## src/rtl/piso_pkg.sv

```systemverilog
// Shared types and helpers for the parallel-in/serial-out transmit stage.
// The parity helper is used only when PIPO_PARITY_EN is defined.
package piso_pkg;

   typedef enum logic [1:0] {
      IDLE   = 2'd0,
      SHIFT  = 2'd1,
      PARITY = 2'd2
   } piso_state_e;

   // Even parity bit: XOR of all word bits.
   // Callers zero-extend, which leaves the XOR unchanged.
   function automatic logic even_par(input logic [63:0] w);
      return ^w;
   endfunction

endpackage

```

## src/rtl/piso_serializer.sv

```systemverilog
// PISO transmit stage: valid/ready word in, framed serial bits out.
// Optional trailing parity bit when PIPO_PARITY_EN is defined.
module piso_serializer
   import piso_pkg::*;
#(
   parameter int WIDTH     = 4,
   parameter bit LSB_FIRST = 1'b0
) (
   input  logic             clk,
   input  logic             rst,
   input  logic [WIDTH-1:0] in_data,
   input  logic             in_valid,
   output logic             in_ready,
   output logic             sout,
   output logic             sout_valid,
   output logic             frame_start,
   output logic             frame_last,
   output logic             busy
);

   localparam int CW = (WIDTH > 1) ? $clog2(WIDTH) : 1;
   localparam logic [CW-1:0] LAST = CW'(WIDTH - 1);

   piso_state_e      state_q, state_d;
   logic [WIDTH-1:0] shreg_q, shreg_d;
   logic [CW-1:0]    cnt_q, cnt_d;
   logic             accept;
   logic             data_bit;
   logic [WIDTH-1:0] shifted;

`ifdef PIPO_PARITY_EN
   logic par_q, par_d;
`endif

   // Output decode from registered state only.
   always_comb begin
      data_bit    = LSB_FIRST ? shreg_q[0] : shreg_q[WIDTH-1];
      sout        = 1'b0;
      frame_start = 1'b0;
      frame_last  = 1'b0;
      sout_valid  = (state_q != IDLE);
      if (state_q == SHIFT) begin
         sout        = data_bit;
         frame_start = (cnt_q == '0);
`ifndef PIPO_PARITY_EN
         frame_last  = (cnt_q == LAST);
`endif
      end
`ifdef PIPO_PARITY_EN
      if (state_q == PARITY) begin
         sout       = par_q;
         frame_last = 1'b1;
      end
`endif
      busy     = sout_valid;
      in_ready = (state_q == IDLE) | frame_last;
      accept   = in_valid & in_ready;
   end

   // Next-state: load on accept, shift per bit, reload on the last bit.
   always_comb begin
      state_d = state_q;
      shreg_d = shreg_q;
      cnt_d   = cnt_q;
      shifted = LSB_FIRST ? (shreg_q >> 1) : (shreg_q << 1);
`ifdef PIPO_PARITY_EN
      par_d   = par_q;
`endif
      unique case (state_q)
         SHIFT: begin
            if (cnt_q != LAST) begin
               shreg_d = shifted;
               cnt_d   = cnt_q + 1'b1;
            end else begin
`ifdef PIPO_PARITY_EN
               state_d = PARITY;
               shreg_d = '0;
               cnt_d   = '0;
`else
               state_d = accept ? SHIFT : IDLE;
               shreg_d = accept ? in_data : '0;
               cnt_d   = '0;
`endif
            end
         end
`ifdef PIPO_PARITY_EN
         PARITY: begin
            state_d = accept ? SHIFT : IDLE;
            shreg_d = accept ? in_data : '0;
            cnt_d   = '0;
         end
`endif
         default: begin
            if (accept) begin
               state_d = SHIFT;
               shreg_d = in_data;
               cnt_d   = '0;
            end
         end
      endcase
`ifdef PIPO_PARITY_EN
      if (accept) par_d = even_par(64'(in_data));
`endif
   end

   // State, shift register and counter; reset aborts any frame.
   always_ff @(posedge clk or negedge rst) begin
      if (!rst) begin
         state_q <= IDLE;
         shreg_q <= '0;
         cnt_q   <= '0;
      end else begin
         state_q <= state_d;
         shreg_q <= shreg_d;
         cnt_q   <= cnt_d;
      end
   end

`ifdef PIPO_PARITY_EN
   // Parity bit captured with the word.
   always_ff @(posedge clk or negedge rst) begin
      if (!rst) par_q <= 1'b0;
      else      par_q <= par_d;
   end
`endif

endmodule

```

## config.mk

```make
export PLATFORM = sky130hd
export DESIGN_NAME = piso_serializer
export DESIGN_NICKNAME = d
export VERILOG_FILES = /design/src/rtl/piso_pkg.sv /design/src/rtl/piso_serializer.sv
export SDC_FILE = /design/constraint.sdc
export NUM_CORES = 1
export LEC_CHECK = 0
export ABC_AREA = 1
export BUFFER_PORTS_ARGS = -buffer_cell sky130_fd_sc_hd__buf_4
export CAP_MARGIN = 20
export CELL_PAD_IN_SITES_DETAIL_PLACEMENT = 0
export CELL_PAD_IN_SITES_GLOBAL_PLACEMENT = 2
export CORE_MARGIN = 2
export CORE_UTILIZATION = 22
export CTS_CLUSTER_DIAMETER = 30
export DETAILED_ROUTE_END_ITERATION = 12
export HOLD_SLACK_MARGIN = 0.06
export PLACE_DENSITY_LB_ADDON = 0.2
export SLEW_MARGIN = 20
export SYNTH_ARGS = -nofsm -noshare
export SYNTH_HDL_FRONTEND = slang
export SYNTH_SLANG_ARGS = --single-unit
```

## constraint.sdc

```tcl
create_clock -name clk -period 1.05 [get_ports clk]
set_clock_uncertainty 0.15 [all_clocks]
set_input_delay 0.1575 -clock clk [delete_from_list [all_inputs] [get_ports clk]]
set_output_delay 0.1575 -clock clk [all_outputs]
set_load 0.05 [all_outputs]
```

==> run_results.csv <==
group,metric,value,unit
sta,timing.slew.headroom,87.8,%
sta,final.hold.worst_slack,0.116,ns
global_route,grt_start_max_net_pins,8,
yosys,avgSynthCellArea,7.35,sq um
run_status,violations,"negative setup slack",
die,chipHeight,46.5,microns
layout,antenna_cells_inserted,0,
clocking,clock_tree.htree_level_count,1,
yosys,synth_nets,63,
power,leakage,0.000346,uW
layout,postLayoutCellArea,721,sq um
critical_path,timing.critical_path.buf_inv,3,
route,drcViolationCount,0,
critical_path,critical_path.cell_chain,"inv_2, ha_2, nand2_4, clkinvlp_4, buf_8",
route,detail_route.vias_per_cell,3.88,
job,max_cap_viol_count,0,
global_route,grt_use_total,11.6,%
placed_design,globalplace.congestion,0.665,
sta,finalHoldViolCount,0,
route,vias,392,
critical_path,end_kind,"primary output",
placed_design,total_placed_instance_area,557,sq um
layout,area_delta_synth_final,81.7,%
clocking,clkLatencyLatePin,0.24,ns
placed_design,place.detailed.instances,91,
critical_path,crit_path_start_kind,"flop",
placed_design,io_buffer_count,12,
critical_path,path_delay_family,"flip-flops",
critical_path,worst-endpoint-arrival,1.17,ns
die,start_util,23.2,%
critical_path,critical_path.max_fanout,2,
sta,maxSlewViolCount,0,
route,drt_first_iter_violations,7,
yosys,postSynthCellCount,54,
power,overall_power_consumption,2270,uW
yosys,post_synth_instance_area,397,sq um
die,dieArea,0.00216,sq mm
clocking,clk_pin_slew,0.05,ns
clocking,cts_root_buffer,"clkbuf_4",
run_status,status,"complete, but fails checks",
yosys,number_of_synthesis_warnings,0,
layout,nets,86,
critical_path,critical_path_required,0.74,ns
sta,clock.fmax,0.675,GHz
die,chipWidth,46.5,microns
yosys,total_of_flip_flops_plus_latches_after_synthesis,7,
sta,layout_min_cycle_time,1.48,ns
global_route,first_global_vias,366,
sta,final.period_utilization,141,%
critical_path,critPathSlowestCell,"dfrtp_1",
layout,num-fill-cells,188,
layout,most-common-layout-cells,"9 x nor2_1, 9 x buf_4, 7 x nand2_1, 7 x buf_6, 6 x dfrtp_1",
route,final_antenna_net_count,0,
die,core_region_area,0.00171,sq mm
sta,worst_pin_slew,0.183,ns
clocking,cts-root-to-sink-buffers,2,
power,peak_supply_drop,1590,uV
die,io_pins,13,
yosys,synth_seq_area_share,44.2,%
route,wl,976,microns
min_path,worstHoldPathType,"in -> async",
global_route,grt_remaining_overflow,0,
critical_path,max_stage_delay,0.40,ns
sta,grt_setup_unrepaired,"yes",
sta,worst_slack,-0.432,ns
power,power_density,3140,mW/mm^2
clocking,cts_made_buffers,3,
clocking,cts_tree,"done",
route,first_pass_iters,2,
yosys,post_synth_num_cell_types,14,
critical_path,setup.worst_path.class,"reg -> out",
placed_design,place_hpwl,681,microns
global_route,grt_antenna_before_repair,0,
die,placementRows,15,
clocking,numClockSinks,7,
layout,proportion_of_layout_cells_with_a_drive_suffix_above_1,53.9,%
route,route.detailed.wl_per_inst,9.66,microns
sta,setup_viol,12,
layout,final_cell_count_no_fill,101,
global_route,grt_first_pass_wirelength,1.68,mm
[repair_timing]
item | in CTS | in global routing
buffers inserted | 3 | 0
pin swaps | 2 | 9
hold buffers | 3 | 0
setup endpoints to repair | 13 | 13
gates resized for setup | 10 | 15
endpoints found under the hold margin | 9 | 0
[state kept, by name, indices dropped and copies added, names as in the netlist]
name / cells
cnt_q: 2
shreg_q: 4
state_q: 1
[metal layers]
metal	vias to the layer above	GRT usage (%)	part of all wire [%]
met4	0	1.71	0
met5	-	0	0
met2	10	18.1	49
met1	176	14.6	46
met3	0	5.88	5.0
li1	206	-	-
[per-stage QoR]
stage,util (%),worst slack (ns),setup TNS [ns]
global route,42.2,-0.496,-4.43
finish,42.2,-0.432,-3.75
detailed placement,32.6,-0.243,-2.17
floorplan,-,-0.258,-2.04
CTS,39.2,-0.445,-4.20
global placement,32.6,-0.228,-2.06
[worst paths after layout]
path                                  from          end  slack, ns  cells past startpoint
min in group clk                in_data[1]   shreg_q[1]       0.12                      5
worst min register to register  shreg_q[1]   shreg_q[1]       0.35                      2
max in group asynchronous              rst   state_q[0]       0.50                      2
worst min-delay path                   rst   shreg_q[3]       0.12                      2
worst max-delay path              cnt_q[1]  frame_start      -0.43                      5
worst max register to register  state_q[0]   shreg_q[2]      -0.31                      6
[report_power, final]
| group | switching (uW) | internal (uW) |
|---|---|---|
| sequential | 142 | 392 |
| clock | 93.1 | 145 |
| combinational | 870 | 623 |
[Yosys cell counts (all sizes together)]
cell type,instances,area [sq um]
nand2,13,51.3
inv,11,41.3
nor2,10,40.0
dfrtp,7,175
nand3,4,20.0
a21oi,3,15.0
buf,2,18.8
ha,2,25.0
o21ai,2,10.0
[worst register-to-register path, delay by kind of cell, from the launching register on]
family,cells,cell delay [ns]
DFF,1,0.55
buffers and inverters,2,0.30
and+or+nand+nor,4,0.25
[layout make-up]
| cell class | instances | area, sq um | share of cell area [%] |
|---|---|---|---|
| clock buffer | 4 | 26.3 | 3.65 |
| timing repair buffer | 20 | 191 | 26.6 |
| sequential | 7 | 179 | 24.8 |
| inverter | 11 | 57.6 | 7.99 |
| tap | 25 | 31.3 | 4.34 |
| multi-input combinational | 34 | 235 | 32.6 |
[kinds of logic after synthesis]
family                   after synthesis  share of synthesized area [%]
AO/OA/AOI/OAI                          5                           6.31
adder cells (fa/ha/maj)                2                           6.31
buffers and inverters                 13                           15.1
flip-flops                             7                           44.2
AND/OR/NAND/NOR                       27                           28.1
(Power assumes the default switching activity.)
